<file path="config.mk">
export PLATFORM = sky130hd
export DESIGN_NAME = fifo_frame_reader
export DESIGN_NICKNAME = d
export VERILOG_FILES = /design/src/rtl/fifo_frame_reader.sv
export SDC_FILE = /design/constraint.sdc
export NUM_CORES = 1
export LEC_CHECK = 0
export BUFFER_PORTS_ARGS = -buffer_cell sky130_fd_sc_hd__buf_2
export CAP_MARGIN = 20
export CORE_ASPECT_RATIO = 1.25
export CORE_MARGIN = 10
export CORE_UTILIZATION = 40
export DETAILED_ROUTE_END_ITERATION = 16
export GPL_TIMING_DRIVEN = 0
export SETUP_SLACK_MARGIN = 0.02
export SLEW_MARGIN = 20
export SYNTH_ARGS = -nofsm -noshare
export SYNTH_HDL_FRONTEND = slang
export SYNTH_SLANG_ARGS = --single-unit
</file>
<file path="constraint.sdc">
create_clock -name rclk -period 3.35 [get_ports rclk]
set_input_delay 0.1675 -clock rclk [delete_from_list [all_inputs] [get_ports rclk]]
set_output_delay 0.1675 -clock rclk [all_outputs]
set_load 0.01 [all_outputs]
</file>
<file path="src/rtl/fifo_frame_reader.sv">
// rtl/fifo_frame_reader.sv - read-side FIFO sequencer slicing samples into fixed-length frames
//
// Pops samples from the async sample FIFO (rclk domain) whenever data is available and the
// output register can take it, tagging the last sample of every FRAME_LEN-sample frame.
//
// Ports:
//   rclk, rrst_n        clock, synchronous active-low reset
//   enable              run level; dropping it finishes the current frame before stopping
//   abort               pulse; discards the partial frame and returns to idle
//   rempty, rdata       FIFO empty flag and head-of-FIFO data
//   rinc                FIFO pop strobe (combinational)
//   m_data, m_valid,
//   m_ready, m_last     registered output stream with end-of-frame marker
//   frame_cnt           completed frames handed downstream (wrapping)
//   stall_cnt           cycles starved mid-frame (saturating)
//   busy                sequencer not idle
module fifo_frame_reader #(
    parameter int DSIZE     = 16,
    parameter int FRAME_LEN = 1024,
    parameter int FCNT_W    = 16
) (
    input  logic              rclk,
    input  logic              rrst_n,
    input  logic              enable,
    input  logic              abort,
    input  logic              rempty,
    input  logic [DSIZE-1:0]  rdata,
    output logic              rinc,
    output logic [DSIZE-1:0]  m_data,
    output logic              m_valid,
    input  logic              m_ready,
    output logic              m_last,
    output logic [FCNT_W-1:0] frame_cnt,
    output logic [15:0]       stall_cnt,
    output logic              busy
);

    localparam int IDX_W = (FRAME_LEN > 1) ? $clog2(FRAME_LEN) : 1;
    localparam logic [IDX_W-1:0] LAST_IDX = IDX_W'(FRAME_LEN - 1);

    typedef enum logic [1:0] {
        ST_IDLE,
        ST_RUN,
        ST_DRAIN
    } state_t;

    state_t           state;
    state_t           state_next;
    logic [IDX_W-1:0] sample_idx;
    logic             active;
    logic             out_free;
    logic             pop;
    logic             at_last;
    logic             stall_hit;

    always_comb begin
        active    = (state == ST_RUN) || (state == ST_DRAIN);
        // The output register can be (re)loaded when empty or being consumed this cycle.
        out_free  = !m_valid || m_ready;
        pop       = rrst_n && active && !rempty && !abort && out_free;
        at_last   = (sample_idx == LAST_IDX);
        stall_hit = active && (sample_idx != '0) && rempty && out_free;
    end

    assign rinc = pop;
    assign busy = (state != ST_IDLE);

    always_comb begin
        state_next = state;
        if (abort) begin
            state_next = ST_IDLE;
        end else begin
            case (state)
                ST_IDLE: begin
                    if (enable) state_next = ST_RUN;
                end
                ST_RUN: begin
                    if (!enable) begin
                        // A stop that coincides with the final pop completes the frame directly.
                        if (sample_idx == '0)        state_next = ST_IDLE;
                        else if (pop && at_last)     state_next = ST_IDLE;
                        else                         state_next = ST_DRAIN;
                    end
                end
                ST_DRAIN: begin
                    if (pop && at_last) state_next = ST_IDLE;
                end
                default: state_next = ST_IDLE;
            endcase
        end
    end

    always_ff @(posedge rclk) begin
        if (!rrst_n) begin
            state      <= ST_IDLE;
            sample_idx <= '0;
            m_data     <= '0;
            m_valid    <= 1'b0;
            m_last     <= 1'b0;
            frame_cnt  <= '0;
            stall_cnt  <= '0;
        end else begin
            state <= state_next;

            if (abort) begin
                m_valid    <= 1'b0;
                m_last     <= 1'b0;
                sample_idx <= '0;
            end else if (pop) begin
                m_data     <= rdata;
                m_valid    <= 1'b1;
                m_last     <= at_last;
                // FRAME_LEN is a power of two, so the index wraps naturally.
                sample_idx <= sample_idx + IDX_W'(1);
            end else if (m_valid && m_ready) begin
                m_valid <= 1'b0;
                m_last  <= 1'b0;
            end

            if (m_valid && m_ready && m_last) begin
                frame_cnt <= frame_cnt + FCNT_W'(1);
            end

            if (stall_hit && (stall_cnt != 16'hFFFF)) begin
                stall_cnt <= stall_cnt + 16'd1;
            end
        end
    end

endmodule

</file>
Yosys cells after proc, flatten, opt, wreduce, memory -nomap -nowiden

Index checks and enable logic that the tools add are counted.
W data, S select, Z words.

Register bits: 62
Input bits: 22
Output and inout bits: 52
Word-level logic and storage cells: 52

$add $sub $neg: 3
Equal/unequal tests: 7
Muxes and demuxes: 9
Bitwise operators: 2
Reduce and logical (&&, ||, !) cells: 24

Operators with widths:

| cell                    | number |
|---|---|
| $add A16 B1 Y16 const B | 2 |
| $ne A16 B16 Y1 const B  | 1 |
| $logic_and A1 B1 Y1     | 11 |
| $add A10 B1 Y10 const B | 1 |
| $eq A10 B10 Y1 const B  | 1 |
| $logic_not A10 Y1       | 1 |
| $mux W2                 | 5 |
| $reduce_bool A10 Y1     | 1 |
| $pmux W2 S3             | 1 |
| $ne A2 B2 Y1 const B    | 2 |
| $reduce_bool A2 Y1      | 2 |
| $logic_not A1 Y1        | 3 |
| $mux W1                 | 3 |
| $reduce_and A3 Y1       | 1 |
| $eq A2 B1 Y1 const B    | 1 |
| $eq A2 B2 Y1 const B    | 1 |
| $logic_not A2 Y1        | 1 |
| $logic_or A1 B1 Y1      | 2 |
| $ne A2 B1 Y1 const B    | 1 |
| $not A1 Y1              | 2 |
| $reduce_and A2 Y1       | 1 |
| $reduce_or A2 Y1        | 1 |

Depth between registers and ports, before layout

Depth in word-level cells: 11
Gate-level depth with buffers: 8
Gate-level depth less buffers: 8

Least setup slack after synthesis

Ideal clock, no wire load.

Path type: register to register
Start: register state[1]
End: register sample_idx[9]
Setup time: 71 ps
Arrival: 1746 ps
Required time: 3279 ps
Slack: 1533 ps
Stages on the path, launching flop included: 9
Path buffers: 0
Period minus slack after synthesis: 1817 ps
Cells stage by stage: dfxtp_1 -> inv_1 -> ha_1 -> and4bb_2 -> nand2_1 -> inv_2 -> nand3_1 -> or3_1 -> a21oi_1

Cells in the longest elaborated chain, start to end: 6
Elaborated cells between the ends (all ways): 7
Classes of those cells: 2 x eq/ne; 5 x reduce/logical

Ends and longest elaborated chain:

| element                                             | line | RTL |
|---|---|---|
| from (decl)                                         | 47   | `state_t state;` |
| from (signal assigned)                              | 103  | `state <= state_next;` |
| $eq A2 B1 Y1 / $eq A2 B2 Y1 (equally long branches) | 57   | `active = (state == ST_RUN) \|\| (state == ST_DRAIN);` |
| $logic_or A1 B1 Y1 *                                | 57   |  |
| $logic_and A1 B1 Y1 * (4 in a row)                  | 60   | `pop = rrst_n && active && !rempty && !abort && out_free;` |
| to (signal assigned)                                | 114  | `sample_idx <= sample_idx + IDX_W'(1);` |
| to (decl)                                           | 49   | `logic [IDX_W-1:0] sample_idx;` |

Mark *: on every way between the ends. The rest lies on a longest branch, timed or not.
A chain may end at the register's enable or synchronous reset.

Worst setup path after layout

Start: register state[1]
End: output port rinc

Cells in the longest elaborated chain, start to end: 6
Elaborated cells between the ends (all ways): 7
Classes of those cells: 2 x eq/ne; 5 x reduce/logical

Ends and longest elaborated chain:

| element                                             | line | RTL |
|---|---|---|
| $eq A2 B1 Y1 / $eq A2 B2 Y1 (equally long branches) | 57   |  |
| $logic_or A1 B1 Y1 *                                | 57   |  |
| $logic_and A1 B1 Y1 * (4 in a row)                  | 60   |  |
| to (decl)                                           | 28   | `output logic rinc,` |

Marked as above.

==> impl_metrics.prom <==
# TYPE chip_impl_metric gauge
chip_impl_metric{name="tns",unit="ns"} 0
chip_impl_metric{name="grt-ovfl-total",unit=""} 0
chip_impl_metric{name="edff_count_synth",unit=""} 0
chip_impl_info{name="critPathCaptureType",value="output port"} 1
chip_impl_metric{name="p_total",unit="uW"} 1600
chip_impl_metric{name="sum_of_buffers_and_inverters_on_the_critical_path",unit=""} 4
chip_impl_metric{name="drc",unit=""} 0
chip_impl_metric{name="drt_first_pass_iters",unit=""} 4
chip_impl_metric{name="cts.repair.resized",unit=""} 0
chip_impl_metric{name="clock_insertion_delay_worst_skew",unit="ns"} 0.34
chip_impl_metric{name="numPortBuffers",unit=""} 73
chip_impl_info{name="synth.area.top_cells",value="dfxtp_1, nand2_1, a21oi_1"} 1
chip_impl_metric{name="clock_tree.buffer_depth",unit=""} 2
chip_impl_metric{name="yosys_warnings",unit=""} 0
chip_impl_metric{name="die_height",unit="microns"} 113
chip_impl_info{name="worst_hold_path_endpoint",value="m_data[1]"} 1
chip_impl_metric{name="timing.critical_path.depth",unit=""} 7
chip_impl_metric{name="synth_fp_nets",unit=""} 355
chip_impl_info{name="cp_slowest_cell",value="dfxtp_1"} 1
chip_impl_metric{name="effective_utilization_at_floorplan",unit=""} 0.416
chip_impl_metric{name="antenna_violations_before_repair",unit=""} 0
chip_impl_metric{name="number_of_global_route_vias_before_repair",unit=""} 2493
chip_impl_metric{name="fraction_of_the_mapped_netlist_area_in_compound_gates",unit=""} 0.126
chip_impl_metric{name="syn_area_per_cell",unit="sq um"} 8.51
chip_impl_metric{name="timing.final.crit_period",unit="ns"} 2.50
chip_impl_metric{name="postCtsHoldBufs",unit=""} 0
chip_impl_metric{name="globalplace.congestion",unit=""} 0.722
chip_impl_metric{name="viasPerCell",unit=""} 5.08
chip_impl_metric{name="finalCritPeriodShare",unit=""} 0.747
chip_impl_metric{name="clk_pin_slew_worst_paths",unit="ns"} 0.08
chip_impl_metric{name="timing.critical_path.slowest_cell_delay",unit="ns"} 0.36
chip_impl_metric{name="dpl_worst_slack",unit="ns"} 1.15
chip_impl_metric{name="pwr_density",unit="nW/um^2"} 458
chip_impl_metric{name="antenna_violating_nets_post_route",unit=""} 0
chip_impl_metric{name="post_layout_nonfiller_instances",unit=""} 501
chip_impl_metric{name="yosys.area_share.adder",unit=""} 0.0362
chip_impl_metric{name="fin_ws",unit="ns"} 0.847
chip_impl_info{name="cts_root_buffer",value="clkbuf_8"} 1
chip_impl_metric{name="asyncSetResetFlopFracSynth",unit=""} 0
chip_impl_metric{name="timing.final.max_slew_violations",unit=""} 0
chip_impl_info{name="synth_top_flop_cell",value="dfxtp_1"} 1
chip_impl_metric{name="synthXorXnorAreaFrac",unit=""} 0.0633
chip_impl_metric{name="boundaryPins",unit=""} 74
chip_impl_metric{name="vdd_ir_drop_max",unit="uV"} 258
chip_impl_metric{name="post-cts-setup-buffers",unit=""} 0
chip_impl_info{name="clock_tree_from_tritoncts",value="done"} 1
chip_impl_metric{name="reg2reg_depth",unit=""} 8
chip_impl_metric{name="data_arrival_time_of_the_critical_path",unit="ns"} 2.34
chip_impl_metric{name="total_leakage_power",unit="uW"} 0.00142
chip_impl_metric{name="antenna_cells_inserted",unit=""} 0
chip_impl_info{name="min_from",value="rdata[1]"} 1
chip_impl_metric{name="area_enclosed_by_the_die_boundary",unit="sq um"} 10700
chip_impl_metric{name="critical_path_peak_fanout",unit=""} 10
chip_impl_metric{name="share_of_post_route_cells_with_drive_strength_above_1",unit=""} 0.242
chip_impl_metric{name="min_path_cells",unit=""} 3
chip_impl_metric{name="setup-violations-final",unit=""} 0
chip_impl_metric{name="post_synth_and_or_nand_nor_area_fraction",unit=""} 0.282
chip_impl_metric{name="portion_of_netlist_area_occupied_by_mux_cells",unit=""} 0.0145
chip_impl_metric{name="area_of_the_mapped_netlist",unit="sq um"} 2770
chip_impl_metric{name="placement_rows",unit=""} 33
chip_impl_metric{name="htreeDepth",unit=""} 3
chip_impl_info{name="crit-reg2reg-launch",value="state[1]"} 1
chip_impl_metric{name="finClkSkew",unit="ns"} 0.0112
chip_impl_info{name="crit_path_max_delay_family",value="buffers and inverters"} 1
chip_impl_metric{name="place.detailed.instances",unit=""} 485
chip_impl_metric{name="die_w",unit="microns"} 94.4
chip_impl_metric{name="yosysUniqueCellTypes",unit=""} 40
chip_impl_info{name="status",value="complete, no violations"} 1
chip_impl_metric{name="areaGrowthSynthToFinish",unit="%"} 26.1
chip_impl_metric{name="drt_wl_total",unit="mm"} 6.92
chip_impl_info{name="critical_path.startpoint_type",value="flop"} 1
chip_impl_metric{name="worst-endpoint-required",unit="ns"} 3.18
chip_impl_metric{name="wirelength_per_cell",unit="microns"} 13.8
chip_impl_metric{name="max_freq",unit="MHz"} 400
chip_impl_metric{name="clkSinkCount",unit=""} 62
chip_impl_metric{name="maxSlewHeadroom",unit=""} 0.662
chip_impl_metric{name="dp_hpwl",unit="mm"} 5.24
chip_impl_metric{name="dr_total_vias",unit=""} 2545
chip_impl_metric{name="synthCells",unit=""} 325
chip_impl_info{name="reg2reg_capture_point",value="sample_idx[0]"} 1
chip_impl_metric{name="fin_hold_ws",unit="ns"} 0.0564
chip_impl_metric{name="max-cap-violations",unit=""} 0
chip_impl_metric{name="synth_top_area_share",unit=""} 0.449
chip_impl_metric{name="wire_length_of_the_first_global_routing_pass",unit="mm"} 11.8
chip_impl_info{name="criticalPathCategory",value="reg2out"} 1
chip_impl_metric{name="cts_made_buffers",unit=""} 9
chip_impl_metric{name="grt_util_all_layers",unit=""} 0.137
chip_impl_metric{name="number_of_storage_elements_in_the_synthesis_netlist",unit=""} 62
chip_impl_info{name="dominant_combinational_cell_family_by_area_after_synthesis",value="simple AND/OR/NAND/NOR gates"} 1
chip_impl_info{name="timing.hold.worst.class",value="in2reg"} 1
chip_impl_metric{name="drt_iter0_drc",unit=""} 78
chip_impl_metric{name="floorplan.core_area",unit="sq um"} 6650
chip_impl_info{name="cp_cell_sequence",value="inv_1 > ha_1 > and4bb_2 > nand2_1 > inv_2 > clkbuf_1 > buf_2"} 1
chip_impl_info{name="synth_top_area_cell",value="dfxtp_1"} 1
chip_impl_metric{name="worstMarginPinSlew",unit="ns"} 0.503
chip_impl_metric{name="finalHoldViolCount",unit=""} 0
chip_impl_info{name="final_common_cell",value="buf_2"} 1
chip_impl_metric{name="synth_sequential_area_ratio",unit=""} 0.449
chip_impl_info{name="layout.cells.most_common_list",value="buf_2, dfxtp_1, nand2_1"} 1
chip_impl_metric{name="maximum_number_of_pins_on_one_net_before_global_route_repair",unit=""} 13
chip_impl_metric{name="number_of_nets_in_the_final_layout",unit=""} 439
chip_impl_metric{name="r2r_setup_slack",unit="ns"} 1.18
chip_impl_info{name="grt_setup_unrepaired",value="no"} 1
flip-flops by register name, summed over array words and instances (netlist names):
name        cells
frame_cnt      16
m_data         16
stall_cnt      16
sample_idx     10
state           2
m_last          1
m_valid         1
cells by family (layout without fill, tap and decap cells):
family / count (synthesis) / in the layout
compound gates: 61 / 61
xor+xnor: 20 / 20
mux: 4 / 4
buf+inv: 21 / 110
flops: 62 / 62
fa+ha+maj: 8 / 8
simple gates: 149 / 149
layer usage:
layer,GRT usage,wire length [microns],share of wire
met3,0.0635,586,0.085
met5,0,0,0
met1,0.155,3030,0.44
met2,0.216,3170,0.46
met4,0.0609,125,0.018
final cells by class:
cell class	instances	area [sq um]
flip-flops and latches	62	1240
clock buffers	9	124
multi-input cells	242	1440
well taps	87	109
plain buffers	12	47.5
clock inverters	7	123
inverters	9	33.8
fillers	643	3160
repair buffers	73	365
worst register-to-register path: stages, from the launching register on:
cell	delay, ns
dfxtp_1	0.36
inv_1	0.10
ha_1	0.32
and4bb_2	0.24
nand2_1	0.21
inv_2	0.19
clkbuf_1	0.40
xnor2_1	0.17
nor2_1	0.05
stage by stage:
stage                     cell area (sq um)  utilization
final                                  3490        0.525
after global routing                   3490        0.525
after CTS                              3490        0.525
after detailed placement               3240        0.487
after global placement                 3240        0.487
after floorplan                        2770            -
where the power goes:
group          internal, uW  switching [uW]  total, uW
clock network           496             312        808
logic                  18.8            29.9       48.7
registers               739            1.37        740
worst max path at each step:
stage	startpoint	end	slack [ns]
finish	state[1]	rinc	0.85
global route	state[1]	rinc	0.59
CTS	state[1]	rinc	0.76
detailed placement	state[1]	rinc	1.15
global placement	state[1]	rinc	1.19
floorplan	state[1]	sample_idx[9]	1.53
cell usage after synthesis, types with 3 or more instances:
cell and number:
o31ai_1 9, dfxtp_1 62, nand4_1 11, a21oi_1 35, xor2_1 15, nand3_1 17, nand2_1 51, or4_1 5
ha_1 8, o21ai_1 3, mux2i_1 4, and3_1 6, o21ai_0 8, nor2_1 27, xnor2_1 5, nand2b_1 5
or3_1 11, inv_1 7, clkbuf_1 10, nor3_1 3
Note: power is estimated with default switching activity, not from simulation.
